[config.mk]
export PLATFORM = sky130hd
export DESIGN_NAME = regfile_ckpt
export DESIGN_NICKNAME = d
export VERILOG_FILES = /design/src/rtl/regfile_ckpt_pkg.sv /design/src/rtl/reg_word.sv /design/src/rtl/regfile_ckpt.sv
export SDC_FILE = /design/constraint.sdc
export NUM_CORES = 2
export LEC_CHECK = 0
export BUFFER_PORTS_ARGS = -buffer_cell sky130_fd_sc_hd__buf_2
export CORE_MARGIN = 1
export CORE_UTILIZATION = 48
export CTS_BUF_LIST = sky130_fd_sc_hd__clkbuf_16
export DETAILED_ROUTE_END_ITERATION = 8
export SYNTH_ARGS = -nofsm -noshare
export SYNTH_HDL_FRONTEND = slang
export SYNTH_SLANG_ARGS = --single-unit
[constraint.sdc]
create_clock -name clk -period 2.95 [get_ports clk]
set_input_delay 0.59 -clock clk [delete_from_list [all_inputs] [get_ports clk]]
set_output_delay 0.59 -clock clk [all_outputs]
set_load 0.02 [all_outputs]
[src/rtl/regfile_ckpt_pkg.sv]
// rtl/regfile_ckpt_pkg.sv - shared sizing helpers for the checkpointed register file
package regfile_ckpt_pkg;

    localparam int BYTE_W = 8;

    // Address width for a given depth; never narrower than one bit.
    function automatic int clog2(input int n);
        int r;
        r = 0;
        for (int i = 0; i < 31; i++) begin
            if ((32'(1) << r) < 32'(n)) begin
                r = r + 1;
            end
        end
        return (r < 1) ? 1 : r;
    endfunction

    function automatic int byte_count(input int width);
        return width / BYTE_W;
    endfunction

endpackage

[src/rtl/reg_word.sv]
// rtl/reg_word.sv - one register word with per-byte write enable and full-word load
module reg_word
    import regfile_ckpt_pkg::*;
#(
    parameter int               WIDTH     = 32,
    parameter logic [WIDTH-1:0] RESET_VAL = '0
) (
    input  logic                    clk,
    input  logic                    resetn,
    input  logic [WIDTH/8-1:0]      be_i,
    input  logic [WIDTH-1:0]        wr_data_i,
    input  logic                    load_i,
    input  logic [WIDTH-1:0]        load_data_i,
    output logic [WIDTH-1:0]        q_o
);

    logic [WIDTH-1:0] word_q;

    // A full-word load (checkpoint/restore copy) wins over byte writes.
    always_ff @(posedge clk) begin
        if (!resetn) begin
            word_q <= RESET_VAL;
        end else if (load_i) begin
            word_q <= load_data_i;
        end else begin
            for (int b = 0; b < WIDTH / BYTE_W; b++) begin
                if (be_i[b]) begin
                    word_q[b*BYTE_W +: BYTE_W] <= wr_data_i[b*BYTE_W +: BYTE_W];
                end
            end
        end
    end

    assign q_o = word_q;

endmodule

[src/rtl/regfile_ckpt.sv]
// rtl/regfile_ckpt.sv - multi-port byte-masked register file with one-deep checkpoint shadow bank
module regfile_ckpt
    import regfile_ckpt_pkg::*;
#(
    parameter int               WIDTH     = 32,
    parameter int               DEPTH     = 32,
    parameter int               NUM_READ  = 2,
    parameter int               ZERO_REG  = 1,
    parameter int               BYPASS    = 1,
    parameter logic [WIDTH-1:0] RESET_VAL = '0,
    localparam int              AW        = clog2(DEPTH),
    localparam int              NB        = byte_count(WIDTH)
) (
    input  logic                        clk,
    input  logic                        reset,
    input  logic                        wr_en,
    input  logic [AW-1:0]               wr_addr,
    input  logic [WIDTH-1:0]            wr_data,
    input  logic [NB-1:0]               wr_be,
    input  logic [NUM_READ*AW-1:0]      rd_addr,
    output logic [NUM_READ*WIDTH-1:0]   rd_data,
    input  logic                        checkpoint,
    input  logic                        restore,
    output logic                        ckpt_valid
);

    logic [WIDTH-1:0] live_q   [DEPTH];
    logic [WIDTH-1:0] shadow_q [DEPTH];
    logic             ckpt_valid_q;
    logic             ckpt_valid_d;
    logic             restore_ok;
    logic             ckpt_take;
    logic             wr_ok;

    assign restore_ok = restore && ckpt_valid_q;
    assign ckpt_take  = checkpoint && !restore_ok;
    assign wr_ok      = wr_en && !restore_ok && (32'(wr_addr) < DEPTH)
                        && !((ZERO_REG != 0) && (wr_addr == '0));

    assign ckpt_valid_d = ckpt_valid_q || ckpt_take;

    always_ff @(posedge clk) begin
        if (!reset) begin
            ckpt_valid_q <= 1'b0;
        end else begin
            ckpt_valid_q <= ckpt_valid_d;
        end
    end

    assign ckpt_valid = ckpt_valid_q;

    for (genvar i = 0; i < DEPTH; i++) begin : g_word
        logic [NB-1:0] live_be;
        assign live_be = (wr_ok && (wr_addr == AW'(i))) ? wr_be : '0;

        reg_word #(.WIDTH(WIDTH), .RESET_VAL(RESET_VAL)) u_live (
            .clk         (clk),
            .resetn      (reset),
            .be_i        (live_be),
            .wr_data_i   (wr_data),
            .load_i      (restore_ok),
            .load_data_i (shadow_q[i]),
            .q_o         (live_q[i])
        );

        // Shadow copies the live word as it stood before this edge's write.
        reg_word #(.WIDTH(WIDTH), .RESET_VAL(RESET_VAL)) u_shadow (
            .clk         (clk),
            .resetn      (reset),
            .be_i        ('0),
            .wr_data_i   (wr_data),
            .load_i      (ckpt_take),
            .load_data_i (live_q[i]),
            .q_o         (shadow_q[i])
        );
    end

    for (genvar p = 0; p < NUM_READ; p++) begin : g_rd
        logic [AW-1:0]    addr;
        logic [WIDTH-1:0] word;

        assign addr = rd_addr[p*AW +: AW];

        always_comb begin
            word = '0;
            if (32'(addr) < DEPTH) begin
                word = live_q[addr];
                if ((BYPASS != 0) && wr_en && !restore_ok && (addr == wr_addr)) begin
                    for (int b = 0; b < NB; b++) begin
                        if (wr_be[b]) begin
                            word[b*BYTE_W +: BYTE_W] = wr_data[b*BYTE_W +: BYTE_W];
                        end
                    end
                end
            end
            if ((ZERO_REG != 0) && (addr == '0)) begin
                word = '0;
            end
        end

        assign rd_data[p*WIDTH +: WIDTH] = word;
    end

endmodule
Word-level counts from Yosys, hierarchy flattened --
Index checks and enable logic that the tools add are counted.
Operators by class: equal/unequal tests 33, mux-type cells 210, reductions and logical operators 172, bitwise operators 2, magnitude comparators 2
Operators by type and width (count):
- 32-bit two-way mux | 40
- 8-bit two-way mux | 136
- 32-bit binary-select mux with 5-bit select | 2
- 2-bit nonzero test | 128
- 4-bit two-way mux | 32
- 5-bit equality test (second input constant) | 16
- 5-bit by 4-bit equality test with 1-bit output (second input constant) | 8
- 1-bit logical AND | 38
- 5-bit by 3-bit equality test with 1-bit output (second input constant) | 4
- 5-bit logical NOT | 3
- 6-bit >= comparator (second input constant) | 2
- 5-bit NOT with 6-bit output | 2
- 5-bit by 2-bit equality test with 1-bit output (second input constant) | 2
- 5-bit equality test | 2
- 5-bit by 1-bit equality test with 1-bit output (second input constant) | 1
- 1-bit logical NOT | 2
- 1-bit logical OR | 1
Word-level totals: register bits after elaboration 2049, logic and storage cells 580, output and inout port bits 65, bits of input ports 56

Depth between registers and ports, before layout --
depth after elaboration 8, depth in mapped cells 10, gate-level depth less buffers 5

Modules after synthesis --
From an unflattened synthesis, not the netlist that was laid out.
Second synthesis, totals: cells, all modules 10483, area total of the unflattened synthesis 130935.6 um2
Modules (own cells, without submodules):
- reg_word | seq. area each 640.6 um2, area an instance 1759.2 um2, cells an instance 141, instances 64
- regfile_ckpt | seq. area each 20.0 um2, area an instance 18347.6 um2, cells an instance 1459, instances 1

Worst setup path before layout --
No wires, ideal clock.
kind in2out, start point in rd_addr[7], end point out rd_data[44], stages 8, buffers on the path 4, data required time 2360 ps, path slack -21 ps, arrival 2381 ps, cells stage by stage buf_4 -> buf_12 -> buf_4 -> xor2_1 -> nor2_2 -> nand3_2 -> clkbuf_1 -> a211oi_1
Between the ends: word-level cells in the longest chain between the ends 7, elaborated cells on any way between the ends 10, classes of those cells 1 x eq/ne; 6 x mux; 1 x bitwise; 2 x reduce/logical
RTL lines:
- from (decl) | RTL line regfile_ckpt.sv:20 | input logic [NUM_READ*AW-1:0] rd_addr,
- 5-bit NOT with 6-bit output (not written as such) | RTL line regfile_ckpt.sv:87 | word = live_q[addr];
- 32-bit binary-select mux with 5-bit select | RTL line regfile_ckpt.sv:87
- 32-bit two-way mux (not written as such) (2 in a row) | RTL line regfile_ckpt.sv:87
- 8-bit two-way mux | RTL line regfile_ckpt.sv:90 | if (wr_be[b]) begin
- 32-bit two-way mux | RTL line regfile_ckpt.sv:88 | if ((BYPASS != 0) && wr_en && !restore_ok && (addr == wr_addr)) begin
- 32-bit two-way mux * | RTL line regfile_ckpt.sv:96 | if ((ZERO_REG != 0) && (addr == '0)) begin
- to (decl) | RTL line regfile_ckpt.sv:21 | output logic [NUM_READ*WIDTH-1:0] rd_data,
Every way passes the cells marked *; elsewhere a longest branch is shown, timed or not. The select of a mux whose other input is x is not followed.

Final worst setup path --
start point reg ckpt_valid_q, in the netlist ckpt_valid, end point out rd_data[23]
Between the ends: word-level cells in the longest chain between the ends 6
RTL lines:
- from (decl) | RTL line regfile_ckpt.sv:29 | logic ckpt_valid_q;
- from (signal assigned) | RTL line regfile_ckpt.sv:46 | ckpt_valid_q <= ckpt_valid_d;
- 1-bit logical AND | RTL line regfile_ckpt.sv:35 | assign restore_ok = restore && ckpt_valid_q;
- 1-bit logical NOT | RTL line regfile_ckpt.sv:88
- 1-bit logical AND (2 in a row) | RTL line regfile_ckpt.sv:88
- 32-bit two-way mux | RTL line regfile_ckpt.sv:88
- 32-bit two-way mux | RTL line regfile_ckpt.sv:96
No other way between the ends.

==> flow_summary.yaml <==
status:
  status: "complete, but fails checks"
  violations: "negative setup slack"
cts:
  clock_sinks: 2049
  clkTransAtPathRegs_ns: 0.06
  clk_latency_ns: 0.89
  cts_htree_levels: 4
  root_buffer: "clkbuf_16"
  cts_buffers: 222
  cts_tree: "built"
  clockBufferDepth: 3
placed_design:
  gp_congestion: 0.9689
  pre_cts_ws_ns: -1.753
  postPlaceCellArea_sq_mm: 0.1089
  port_buffers: 120
  dp_hpwl_mm: 250.1
global_route:
  grt-ovfl-total: 0
  grt_max_degree: 177
  antenna_found_initial: 21
  track_usage_pct: 34.79
  grt_pass1_vias: 83267
  grt_pass1_wl_mm: 548.8
setup_path:
  required_ns: 2.36
  path_max_fanout: 3
  reg2reg_setup_slack_ns: 0.23
  worstSetupEndpointType: "primary output"
  startpoint_type: "register"
  path_class: "reg2out"
  rr_worst_depth: 8
  cp_data_arrival_time_ns: 3.46
synth:
  netlist-cell-type-count: 79
  synth_top_area_cell: "dfxtp_1"
  avgSynthCellArea_sq_um: 9.220
  synth-warning-count: 0
  yosysSeqAreaShare_pct: 41.45
  synth_top_area_share_pct: 41.45
  synthArstFlopShare_pct: 0
  synth_area_sq_mm: 0.09897
  syn_inst: 10735
  synth-main-ff-cell: "dfxtp_1"
  ys_seq_elements: 2049
  ys_top_cells_by_area: "dfxtp_1 (41%), nand2_1 (12%), mux4_2 (11%)"
  synth_edf_count: 0
  syn_nets: 10791
layout:
  drive_gt1_share_pct: 20.53
  area_growth_pct: 20.36
  final_nets: 11085
  layout_commonest_cell: "nand2_1"
  fin_area_sq_mm: 0.1191
  mostFrequentLayoutCells: "nand2_1 (3168), dfxtp_1 (1947), a21boi_0 (1056), a21oi_1 (1002), o211a_1 (992)"
job:
  maxCapViolCount: 0
min_path:
  min_path_type: "in2reg"
  min_path_cells: 2
die:
  rows: 166
  die_y_um: 456.1
  fp.dieW_um: 456.1
  io_pins: 121
  die_area_sq_mm: 0.2080
  start_util_pct: 48.33
  coreArea_sq_mm: 0.2048
sta:
  drv_slew: 0
  hold_viol_final: 0
  skew_ns: 0.04168
  setup_ws_ns: -1.097
  holdWs_ns: 0.1561
  tightest_slew_ns: 1.284
  rsz0062_at_grt: "yes"
  finalSetupViolCount: 64
  timing.final.crit_share_pct: 137.2
  max_slew_margin_pct: 14.02
  timing.final.crit_period_ns: 4.047
  fmax_mhz: 247.1
power:
  p_per_area_mw_per_mm2: 577.7
  leakage_nw: 53.39
  ir_drop_mv: 0.6971
routing:
  ant_nets: 0
  drtIter0Drc: 9070
  wire_per_inst_um: 26.74
  first_pass_iters: 8
  wirelength_mm: 372.1
  drc: 0
  num_vias: 87333
  vias_per_cell: 6.276
## layout make-up
class	instances	area (sq um)
Fill cell	17494	85670
Multi-Input combinational cell	7606	54560
Sequential cell	2049	41160
Timing Repair Buffer	1131	12890
Clock buffer	226	5655
Tap cell	2688	3363
Clock inverter	185	1390
Inverter	19	77.57
Antenna cell	11	27.53
## routing by layer
layer / share of wire, % / global-route usage [%]
met4: 6.7 / 21.12
met2: 45 / 53.94
met5: 0.012 / 0
met3: 8.0 / 6.196
met1: 40 / 45.19
## stage by stage
step	TNS [ns]	utilization, %	power [mW]	instances
6_report	-40.05	58.17	68.81	13915
5_1_grt	-41.16	58.16	70.87	13912
4_1_cts	-42.70	57.82	68.77	13892
3_5_place_dp	-48.83	53.19	41.22	13444
3_3_place_gp	-48.89	53.19	40.94	13444
2_1_floorplan	-0.09286	-	36.42	10735
## worst max-delay path, stage by stage, from the launching register on
cell,delay (ns)
dfxtp_2,0.34
a21boi_2,0.15
buf_6,0.16
and4_4,0.26
buf_6,0.12
nand3_4,0.09
buf_6,0.14
o211ai_1,1.00
buf_4,0.30
## where the power goes
| part | total (mW) | switching, mW | internal [mW] |
|---|---|---|---|
| combinational | 11.2 | 6.48 | 4.71 |
| clock | 27.4 | 12.0 | 15.4 |
| sequential | 30.3 | 1.22 | 29.0 |
## registers in the layout, summed over array words and instances, names as in the netlist
register / count
g_word.u_shadow.q_o: 1024
g_word.u_live.q_o: 1024
ckpt_valid: 1
## kinds of logic (layout without fill, tap and decap cells)
kind of cell / Yosys count / in the layout / share of synthesized area (%)
xor+xnor: 10 / 10 / 0.08850
other cells: 0 / 11 / 0
compound gates: 3441 / 3441 / 26.27
buf+inv: 1080 / 1561 / 5.255
flops: 2049 / 2049 / 41.45
mux: 693 / 693 / 13.26
simple gates: 3462 / 3462 / 13.68
## synthesized netlist by cell type (all sizes together), types with 25 or more instances
cell type / n
and2: 39
a21oi: 1012
o211a: 992
nand3: 59
nor2: 54
buf: 427
a21boi: 1059
dfxtp: 2049
a221oi: 36
a211oi: 25
mux4: 489
nor3: 32
nor2b: 33
nand2: 3177
a21o: 68
clkbuf: 634
o21ai: 88
mux2: 31
mux2i: 173
o22ai: 32
## final timing paths
path,from,endpoint
hold / removal,reset,g_word[17].u_shadow.q_o[19]
hold reg to reg,g_word[0].u_shadow.q_o[29],g_word[0].u_live.q_o[29]
setup reg to reg,ckpt_valid,g_word[27].u_live.q_o[20]
setup / recovery,ckpt_valid,rd_data[23]
## repair_timing
item                                   in CTS  in global routing
buffers inserted                           55                 26
gates resized for setup                   548                148
hold buffers                                1                  0
gates cloned                                3                  1
endpoints found under the hold margin       1                  0
pin swaps                                  75                 52
setup endpoints to repair                  64                 64
(Power assumes the default switching activity.)
